==> config.mk <==
export PLATFORM = sky130hd
export DESIGN_NAME = rtc_time_writer_flat
export DESIGN_NICKNAME = d
export VERILOG_FILES = /design/src/rtl/rtc_pkg.sv /design/src/rtl/rtc_time_writer_if.sv /design/src/rtl/rtc_phase_timer.sv /design/src/rtl/rtc_time_writer.sv /design/src/flat_wrapper.sv
export SDC_FILE = /design/constraint.sdc
export NUM_CORES = 1
export LEC_CHECK = 0
export ABC_AREA = 1
export BUFFER_PORTS_ARGS = -buffer_cell sky130_fd_sc_hd__buf_2
export CAP_MARGIN = 0
export CORE_ASPECT_RATIO = 1.25
export CORE_MARGIN = 2
export CORE_UTILIZATION = 34
export DETAILED_ROUTE_END_ITERATION = 7
export SLEW_MARGIN = 20
export SYNTH_ARGS = -nofsm -noshare
export SYNTH_HDL_FRONTEND = slang
export SYNTH_SLANG_ARGS = --single-unit
==> constraint.sdc <==
create_clock -name clk -period 1.8 [get_ports clk]
set_input_delay 0.18 -clock clk [delete_from_list [all_inputs] [get_ports clk]]
set_output_delay 0.18 -clock clk [all_outputs]
set_load 0.02 [all_outputs]
==> src/rtl/rtc_pkg.sv <==
// -----------------------------------------------------------------------------
// rtc_pkg
// Shared definitions for the RTC bus sequencers (writer now, reader later):
//   - RTC register addresses and the transfer command byte
//   - bus-phase state enum
//   - helpers that build the hour byte and map a transfer index to an address
// No ports (package).
// -----------------------------------------------------------------------------
package rtc_pkg;

   localparam logic [7:0] RTC_ADDR_SEC  = 8'h21;
   localparam logic [7:0] RTC_ADDR_MIN  = 8'h22;
   localparam logic [7:0] RTC_ADDR_HOUR = 8'h23;
   localparam logic [7:0] RTC_ADDR_CMD  = 8'hF2;
   localparam logic [7:0] RTC_CMD_XFER  = 8'hF2;

   typedef enum logic [2:0] {
      IDLE,
      A_SET,
      A_WR,
      D_SET,
      D_WR,
      GAP
   } rtc_phase_e;

   // Bit 7 flags 12 h mode, bit 5 carries PM in that mode; in 24 h mode the
   // tens digit occupies [5:4] and the upper two bits are zero.
   function automatic logic [7:0] rtc_hour_byte(input logic [7:0] hour_bcd,
                                                input logic       ampm,
                                                input logic       format);
      if (format)
         return {1'b1, 1'b0, ampm, hour_bcd[4:0]};
      else
         return {2'b00, hour_bcd[5:0]};
   endfunction

   function automatic logic [7:0] rtc_xfer_addr(input logic [1:0] idx);
      case (idx)
         2'd0:    return RTC_ADDR_SEC;
         2'd1:    return RTC_ADDR_MIN;
         2'd2:    return RTC_ADDR_HOUR;
         default: return RTC_ADDR_CMD;
      endcase
   endfunction

endpackage

==> src/rtl/rtc_time_writer_if.sv <==
// -----------------------------------------------------------------------------
// rtc_time_writer_if
// Pin bundle of the external RTC multiplexed address/data bus.
//   cs_n   chip select, active-low
//   rd_n   read strobe, active-low
//   wr_n   write strobe, active-low
//   ad_n   0 = address phase, 1 = data phase
//   ad_out multiplexed address/data byte
//   ad_oe  pad output enable
// Modports: master (sequencer driving the bus), slave (pad/chip side).
// -----------------------------------------------------------------------------
interface rtc_time_writer_if;

   logic       cs_n;
   logic       rd_n;
   logic       wr_n;
   logic       ad_n;
   logic [7:0] ad_out;
   logic       ad_oe;

   modport master (
      output cs_n, rd_n, wr_n, ad_n, ad_out, ad_oe
   );

   modport slave (
      input cs_n, rd_n, wr_n, ad_n, ad_out, ad_oe
   );

endinterface

==> src/rtl/rtc_phase_timer.sv <==
// -----------------------------------------------------------------------------
// rtc_phase_timer
// Counts 0..T_PHASE-1 while a bus phase is active and flags the last cycle.
//   clk        clock, rising edge
//   reset      synchronous, active-high
//   clear      restart the count (asserted on every state entry)
//   run        a non-idle phase is in progress
//   phase_end  high during the final cycle of the current phase
// -----------------------------------------------------------------------------
module rtc_phase_timer #(
   parameter int T_PHASE = 10
) (
   input  logic clk,
   input  logic reset,
   input  logic clear,
   input  logic run,
   output logic phase_end
);

   localparam int              CW   = (T_PHASE > 1) ? $clog2(T_PHASE) : 1;
   localparam logic [CW-1:0]   LAST = CW'(T_PHASE - 1);

   logic [CW-1:0] cnt;

   always_ff @(posedge clk) begin
      if (reset || clear)
         cnt <= '0;
      else if (run)
         cnt <= cnt + CW'(1);
   end

   // With T_PHASE = 1 the count is always 0, so every active cycle ends a phase.
   assign phase_end = run && (cnt == LAST);

endmodule

==> src/rtl/rtc_time_writer.sv <==
// -----------------------------------------------------------------------------
// rtc_time_writer
// On a commit pulse, snapshots the edited time and writes seconds, minutes and
// hours to the external RTC over its multiplexed bus, optionally followed by
// the transfer command (0xF2 -> 0xF2).
//
// Build option: define RTC_WR_CMD_EN to append the transfer command
// (4 transfers); left undefined, only sec/min/hour are written (3 transfers).
//
// Ports:
//   clk       clock, rising edge
//   reset     synchronous, active-high
//   commit    start request, accepted only when idle
//   hour_bcd  BCD hours (tens [5:4], units [3:0])
//   min_bcd   BCD minutes
//   sec_bcd   BCD seconds
//   ampm      1 = PM (12 h mode only)
//   format    1 = 12 h, 0 = 24 h
//   bus       RTC pin bundle (master side)
//   busy      sequence in progress
//   done      one-cycle pulse at sequence completion
// -----------------------------------------------------------------------------
module rtc_time_writer
   import rtc_pkg::*;
#(
   parameter int T_PHASE = 10
) (
   input  logic                clk,
   input  logic                reset,
   input  logic                commit,
   input  logic [7:0]          hour_bcd,
   input  logic [7:0]          min_bcd,
   input  logic [7:0]          sec_bcd,
   input  logic                ampm,
   input  logic                format,
   rtc_time_writer_if.master   bus,
   output logic                busy,
   output logic                done
);

`ifdef RTC_WR_CMD_EN
   localparam logic [1:0] LAST_IDX = 2'd3;
`else
   localparam logic [1:0] LAST_IDX = 2'd2;
`endif

   rtc_phase_e state, state_d;
   logic [1:0] idx, idx_d;
   logic       start;
   logic       done_d;
   logic       busy_d;
   logic       phase_end;

   logic [7:0] snap_sec;
   logic [7:0] snap_min;
   logic [7:0] snap_hour;

   logic       cs_n_d;
   logic       wr_n_d;
   logic       ad_n_d;
   logic       ad_oe_d;
   logic [7:0] ad_out_d;
   logic [7:0] xfer_data;

   rtc_phase_timer #(
      .T_PHASE (T_PHASE)
   ) u_timer (
      .clk       (clk),
      .reset     (reset),
      .clear     (start | phase_end),
      .run       (state != IDLE),
      .phase_end (phase_end)
   );

   always_comb begin
      case (idx_d)
         2'd0:    xfer_data = snap_sec;
         2'd1:    xfer_data = snap_min;
         2'd2:    xfer_data = snap_hour;
         default: xfer_data = RTC_CMD_XFER;
      endcase
   end

   always_comb begin
      state_d = state;
      idx_d   = idx;
      start   = 1'b0;
      done_d  = 1'b0;

      case (state)
         // done still high means the previous sequence just finished; a
         // commit in that cycle is dropped.
         IDLE: begin
            if (commit && !done) begin
               state_d = A_SET;
               idx_d   = 2'd0;
               start   = 1'b1;
            end
         end
         A_SET: if (phase_end) state_d = A_WR;
         A_WR:  if (phase_end) state_d = D_SET;
         D_SET: if (phase_end) state_d = D_WR;
         D_WR:  if (phase_end) state_d = GAP;
         GAP: begin
            if (phase_end) begin
               if (idx == LAST_IDX) begin
                  state_d = IDLE;
                  done_d  = 1'b1;
               end else begin
                  idx_d   = idx + 2'd1;
                  state_d = A_SET;
               end
            end
         end
         default: state_d = IDLE;
      endcase

      // Pins are decoded from the next state so that the registered outputs
      // line up with the state they describe.
      cs_n_d   = bus.cs_n;
      wr_n_d   = bus.wr_n;
      ad_n_d   = bus.ad_n;
      ad_oe_d  = bus.ad_oe;
      ad_out_d = bus.ad_out;
      busy_d   = (state_d != IDLE);

      case (state_d)
         A_SET, A_WR: begin
            cs_n_d   = 1'b0;
            ad_n_d   = 1'b0;
            ad_oe_d  = 1'b1;
            wr_n_d   = (state_d != A_WR);
            ad_out_d = rtc_xfer_addr(idx_d);
         end
         D_SET, D_WR: begin
            cs_n_d   = 1'b0;
            ad_n_d   = 1'b1;
            ad_oe_d  = 1'b1;
            wr_n_d   = (state_d != D_WR);
            ad_out_d = xfer_data;
         end
         GAP: begin
            cs_n_d  = 1'b1;
            wr_n_d  = 1'b1;
            ad_oe_d = 1'b0;
         end
         default: begin
            cs_n_d  = 1'b1;
            wr_n_d  = 1'b1;
            ad_n_d  = 1'b1;
            ad_oe_d = 1'b0;
         end
      endcase
   end

   always_ff @(posedge clk) begin
      if (reset) begin
         state      <= IDLE;
         idx        <= 2'd0;
         busy       <= 1'b0;
         done       <= 1'b0;
         bus.cs_n   <= 1'b1;
         bus.wr_n   <= 1'b1;
         bus.ad_n   <= 1'b1;
         bus.ad_oe  <= 1'b0;
         bus.ad_out <= 8'h00;
      end else begin
         state      <= state_d;
         idx        <= idx_d;
         busy       <= busy_d;
         done       <= done_d;
         bus.cs_n   <= cs_n_d;
         bus.wr_n   <= wr_n_d;
         bus.ad_n   <= ad_n_d;
         bus.ad_oe  <= ad_oe_d;
         bus.ad_out <= ad_out_d;
      end
   end

   // Snapshot isolates the running sequence from editor changes.
   always_ff @(posedge clk) begin
      if (start) begin
         snap_sec  <= sec_bcd;
         snap_min  <= min_bcd;
         snap_hour <= rtc_hour_byte(hour_bcd, ampm, format);
      end
   end

   assign bus.rd_n = 1'b1;

endmodule

==> src/flat_wrapper.sv <==
// flat-port wrapper written by rule: the top's interface ports become plain ports
module rtc_time_writer_flat import rtc_pkg::*;
#(
   parameter int T_PHASE = 10
)
  (clk, reset, commit, hour_bcd, min_bcd, sec_bcd, ampm, format, busy, done, bus_cs_n, bus_rd_n, bus_wr_n, bus_ad_n, bus_ad_out, bus_ad_oe);
  rtc_time_writer_if bus_i ();
  input  logic clk;
  input  logic reset;
  input  logic commit;
  input  logic [7:0] hour_bcd;
  input  logic [7:0] min_bcd;
  input  logic [7:0] sec_bcd;
  input  logic ampm;
  input  logic format;
  output logic busy;
  output logic done;
  output wire logic [$bits(bus_i.cs_n)-1:0] bus_cs_n;
  output wire logic [$bits(bus_i.rd_n)-1:0] bus_rd_n;
  output wire logic [$bits(bus_i.wr_n)-1:0] bus_wr_n;
  output wire logic [$bits(bus_i.ad_n)-1:0] bus_ad_n;
  output wire logic [$bits(bus_i.ad_out)-1:0] bus_ad_out;
  output wire logic [$bits(bus_i.ad_oe)-1:0] bus_ad_oe;
  assign bus_cs_n = bus_i.cs_n;
  assign bus_rd_n = bus_i.rd_n;
  assign bus_wr_n = bus_i.wr_n;
  assign bus_ad_n = bus_i.ad_n;
  assign bus_ad_out = bus_i.ad_out;
  assign bus_ad_oe = bus_i.ad_oe;
  rtc_time_writer #(.T_PHASE(T_PHASE)) u_core (.clk(clk), .reset(reset), .commit(commit), .hour_bcd(hour_bcd), .min_bcd(min_bcd), .sec_bcd(sec_bcd), .ampm(ampm), .format(format), .bus(bus_i), .busy(busy), .done(done));
endmodule
======== Yosys cells after proc, flatten, opt, wreduce, memory -nomap -nowiden ========
Cells that the tools add are included.
operators by class
  multiplexer cells ....................... 23
  equality and inequality tests ........... 16
  add/sub/neg operators ................... 2
  bitwise operators ....................... 3
  reduce and logical (&&, ||, !) cells .... 13
operators by type and width
  kind                   number
  $pmux W8 S3            2
  $mux W3                6
  $pmux W3 S6            1
  $pmux W8 S2            1
  $eq A3 B2 Y1 const B   4
  $eq A3 B3 Y1 const B   4
  $mux W8                1
  $eq A3 B1 Y1 const B   2
  $mux W1                6
  $mux W2                3
  $reduce_bool A3 Y1     2
  $add A4 B1 Y4 const B  1
  $eq A2 B2 Y1 const B   2
  $eq A4 B4 Y1 const B   1
  $pmux W1 S2            2
  $pmux W2 S2            1
  $reduce_or A2 Y1       2
  $reduce_or A4 Y1       1
  $logic_not A3 Y1       1
  $ne A3 B2 Y1 const B   1
  $ne A3 B3 Y1 const B   1
  $reduce_or A3 Y1       1
  $add A2 B1 Y2 const B  1
  $eq A2 B1 Y1 const B   1
  7 further kinds        9
storage, ports and cells
  bits of input ports ..................... 29
  bits in registers ....................... 47
  logic and storage cells ................. 70
  output and inout bits ................... 15

======== Logic depth before layout (Yosys ltp) ========
  depth after elaboration ................. 7
  depth in mapped cells ................... 15
  mapped depth without buffers ............ 15

======== Cells and area by module ========
A second synthesis with hierarchy kept.
second synthesis, totals
  cell total of the unflattened synthesis .. 234
  area, all modules ....................... 2,098.3 um^2
modules (own cells, without submodules)
  module           instances  area each (um^2)  cells an instance  sequential area each (um^2)
  rtc_time_writer  1          1,904.3           208                1,071.0
  rtc_phase_timer  1          193.9             26                 80.1

======== Worst setup path before layout ========
OpenSTA, ideal clock, no wires.
  kind .................................... reg-to-reg
  start ................................... register u_core.u_timer.cnt[0]
  end ..................................... register u_core.bus.ad_out[1]
  path buffers ............................ 0
  required time ........................... 1,688 ps
  library setup time ...................... 112 ps
  slack ................................... 105 ps
  arrival ................................. 1,583 ps
  cell stages (with the launch flop) ...... 15
  period minus slack after synthesis ...... 1,695 ps
  cell sequence ........................... dfxtp_1 ha_1 nand2_1 nor2_4 nand2_2 nand2_1 nand2_1 inv_2 nand3_4 nand2_2 nand2_2 nor2_1 nand2_1 nand2_1 nand2_1
on the way
  cells in the longest elaborated chain, start to end .. 7
  elaborated cells on any way between the ends .. 23
  those cells by class .................... 7 x eq/ne; 11 x mux; 5 x reduce/logical
ends and longest elaborated chain
  element                                                   line                                  text
  start, declared                                           rtc_phase_timer.sv:23                 logic [CW-1:0] cnt;
  start signal, assigned                                    rtc_phase_timer.sv:29                 cnt <= cnt + CW'(1);
  $eq A4 B4 Y1 *                                            rtc_phase_timer.sv:33                 assign phase_end = run && (cnt == LAST);
  $logic_and A1 B1 Y1 *                                     rtc_phase_timer.sv:33
  $mux W2, or another cell as far along                     rtc_time_writer.sv:105                if (phase_end) begin
  $pmux W2 S2 / $pmux W3 S6 (equally long branches)         rtc_time_writer.sv:90                 case (state)
  $eq A2 B2 Y1, or another cell as far along                rtc_pkg.sv:38, rtc_time_writer.sv:76
  $pmux W8 S3, or another cell as far along                 rtc_time_writer.sv:76                 case (idx_d)
  $pmux W8 S2 / $reduce_bool A2 Y1 (equally long branches)  -
  end signal, assigned                                      rtc_time_writer.sv:176                bus.ad_out <= ad_out_d;
  end, declared                                             rtc_time_writer_if.sv:22              output cs_n, rd_n, wr_n, ad_n, ad_out, ad_oe
Mark *: on every way between the ends. The rest lies on a longest branch, timed or not.
A chain may end at the register's enable or synchronous reset.

======== Worst setup path in the final report ========
  start ................................... register u_core.u_timer.cnt[1]
  end ..................................... register u_core.bus.ad_out[0]
Same word-level chain as after synthesis.

==> impl_metrics.json <==
{
  "critPathArrivalTime_ns": 1.99,
  "drt_iter0_markers": 82,
  "worstSkewPairLatency_ns": 0.29,
  "fin_cells": 343,
  "rsz0062_at_grt": "true",
  "hp-class": "input pin to register",
  "synth-seq-cells": 46,
  "critPathMaxFanout": 10,
  "root_buffer": "clkbuf_8",
  "clk_pin_slew_ns": 0.09,
  "layout_common_cells": "52 x nand2_1, 40 x buf_2, 26 x nand3_1",
  "clockBufferDepth": 2,
  "vias": 1561,
  "hpwl_mm": 2.83,
  "routed_wl_mm": 3.79,
  "postRouteAntennaNets": 0,
  "finalCriticalPeriod_ns": 1.74,
  "crit_top_cell": "nand2_1",
  "area_delta_synth_final_pct": 29.0,
  "max_stage_delay_ns": 0.33,
  "worstPathRequired_ns": 2.04,
  "grt_pass1_vias": 1512,
  "syn-num-nets": 248,
  "place_ws_ns": -0.0608,
  "critPathSlowestCell": "dfxtp_2",
  "dieArea_um2": 6700,
  "yosysUniqueCellTypes": 29,
  "insertedDiodeCount": 0,
  "max_freq_mhz": 573,
  "netlist_instances": 215,
  "htreeDepth": 2,
  "final_common_cell": "nand2_1",
  "final_core_util_pct": 45.6,
  "placementRows": 31,
  "cts_hold_buf": 0,
  "ys.flop_type": "edfxtp_1",
  "layout.nets": 309,
  "p_per_area_nw_per_um2": 786,
  "synth.avg_cell_area_um2": 9.57,
  "synthArstFlopShare_pct": 0,
  "status": "complete, no violations",
  "die_h_um": 91.0,
  "rr_endpoint": "u_core.bus.ad_out[0]$_SDFFE_PP0P_",
  "grt_use_total_pct": 12.7,
  "drv_slew": 0,
  "syn-cell-area_um2": 2060,
  "leakagePower_nw": 1.22,
  "r2r_slack_ns": 0.06,
  "drive_above_1_share_pct": 39.4,
  "maxCapViolations": 0,
  "cts_buffers": 5,
  "cp-startpoint": "u_core.u_timer.cnt[1]$_SDFFE_PP0N_",
  "grt_remaining_overflow": 0,
  "finalHoldViolCount": 0,
  "worstSetupEndpoint": "u_core.bus.ad_out[0]$_SDFFE_PP0P_",
  "grt_pass1_wl_mm": 6.64,
  "gp_congestion": 0.744,
  "synth_edf_count": 23,
  "crit_path_end_kind": "register",
  "cp-start-kind": "register",
  "portBuffers": 40,
  "antenna_found_initial": 0,
  "skew_ns": 0.00504,
  "core-area_um2": 5820,
  "wire_per_inst_um": 11.1,
  "grt_max_degree": 24,
  "synth-seq-area-share_pct": 55.9,
  "pin_count": 44,
  "vias_per_cell": 4.55,
  "dpl.cell_count": 326,
  "post-route-period-util_pct": 96.9,
  "ir_drop_mv": 0.694,
  "critPathKind": "register to register",
  "fin_ws_ns": 0.0562,
  "yosys_warnings": 0,
  "start_util_pct": 35.4,
  "setup_violations": 0,
  "r2r-start": "u_core.u_timer.cnt[1]$_SDFFE_PP0N_",
  "drt-pass1-iter-count": 3,
  "die_x_um": 73.6,
  "reg2reg_depth": 13,
  "drc": 0,
  "cts_tree": "built",
  "clkSinkCount": 46,
  "crit_chain": "inv_2, ha_4, nand2_4, nor2_4, nand2_2, o21ai_4, nand3_2, buf_12, nand2_4, nand2_1, nand2_1, nand2_1, nand2_1"
}
## kinds of logic (layout without fill, tap and decap cells)
kind of cell,Yosys count,in the layout,synth area share [%]
xor gates and xnor gates,1,1,0.426
muxes,1,1,0.547
AOI/OAI and AO/OA,11,11,3.95
and+or+nand+nor,126,126,31.7
adders and majority gates,4,4,2.43
DFF,46,46,55.9
buffers and inverters,25,87,4.86
other,1,1,0.182
## repair_timing
action | CTS | global route
pin swaps | 10 | 8
endpoints found under the setup margin | 7 | 9
gates resized for setup | 18 | 1
cloned | 0 | 0
hold endpoints to repair | 0 | 0
buffers inserted | 8 | 1
## report_power, final
part           switching, mW  leakage (nW)  internal [mW]  total, mW
Combinational         0.0937         0.759         0.0649      0.159
Clock                  0.348        0.0504          0.413      0.761
Sequential            0.0166         0.409           1.15       1.17
## flip-flops by register name, indices dropped and copies added, names as in the netlist, 2 cells and up
signal / count
u_core.u_timer.cnt: 4
u_core.snap_hour: 7
u_core.state: 3
u_core.snap_min: 8
u_core.snap_sec: 8
u_core.bus.ad_out: 8
u_core.idx: 2
## final cells by class
class                   count  area (um2)
repair buffers             56         353
fillers                   570        3160
multi-input cells         144         858
well taps                  66        82.6
flip-flops and latches     46        1150
clock buffers               5        68.8
clock inverters             3        45.0
inverters                  23        93.8
## critical path: cells and delay by family, from the launching register on
family                   cells  cell delay (ns)
AO/OA/AOI/OAI                1             0.24
adder cells (fa/ha/maj)      1             0.12
flip-flops                   1             0.33
AND/OR/NAND/NOR              9             0.78
buffers and inverters        2             0.21
## synthesized netlist by cell type, types with 2 or more instances
cell type,instances,area (um2)
nor2_2,4,25.0
nor2_1,11,41.3
inv_2,6,22.5
ha_1,4,50.1
nor3_1,2,10.0
edfxtp_1,23,691
nand4_1,6,37.5
dfxtp_1,23,460
nand2_2,7,43.8
inv_1,16,60.1
nand3_1,27,135
nand3_2,5,50.1
or2_2,2,12.5
o21ai_0,4,20.0
nand2_1,55,206
a21oi_1,4,20.0
nor2_4,2,22.5
nand2_4,2,22.5
a21oi_4,2,32.5
## worst min-delay path by stage
stage          depth (start not counted)  slack, ns                            end         from
2_1_floorplan                          0       0.28  u_core.snap_hour[0]$_DFFE_PP_  hour_bcd[0]
3_3_place_gp                           1       0.36   u_core.snap_sec[3]$_DFFE_PP_   sec_bcd[3]
3_5_place_dp                           1       0.36   u_core.snap_min[6]$_DFFE_PP_   min_bcd[6]
4_1_cts                                1       0.04  u_core.snap_hour[2]$_DFFE_PP_  hour_bcd[2]
5_1_grt                                1       0.03   u_core.snap_min[1]$_DFFE_PP_   min_bcd[1]
6_report                               1       0.06   u_core.snap_sec[2]$_DFFE_PP_   sec_bcd[2]
## per-layer routing
layer	vias up	wire length, um	global-route usage [%]
met2	32	1970	21.1
met4	0	52	4.09
li1	831	-	-
met1	694	1620	15.7
met5	-	0	0
met3	4	153	3.55
## per-stage QoR
stage	setup TNS (ns)	hold WS, ns	total power, mW	area [um2]
6_report	0	0.0573	2.09	2660
5_1_grt	-0.790	0.0315	2.19	2660
4_1_cts	-0.00539	0.0447	2.12	2640
3_5_place_dp	-0.143	0.358	1.35	2390
3_3_place_gp	-0.0371	0.357	1.35	2390
2_1_floorplan	0	0.279	1.28	2060
No activity file was read; power rests on OpenSTA's default activity.
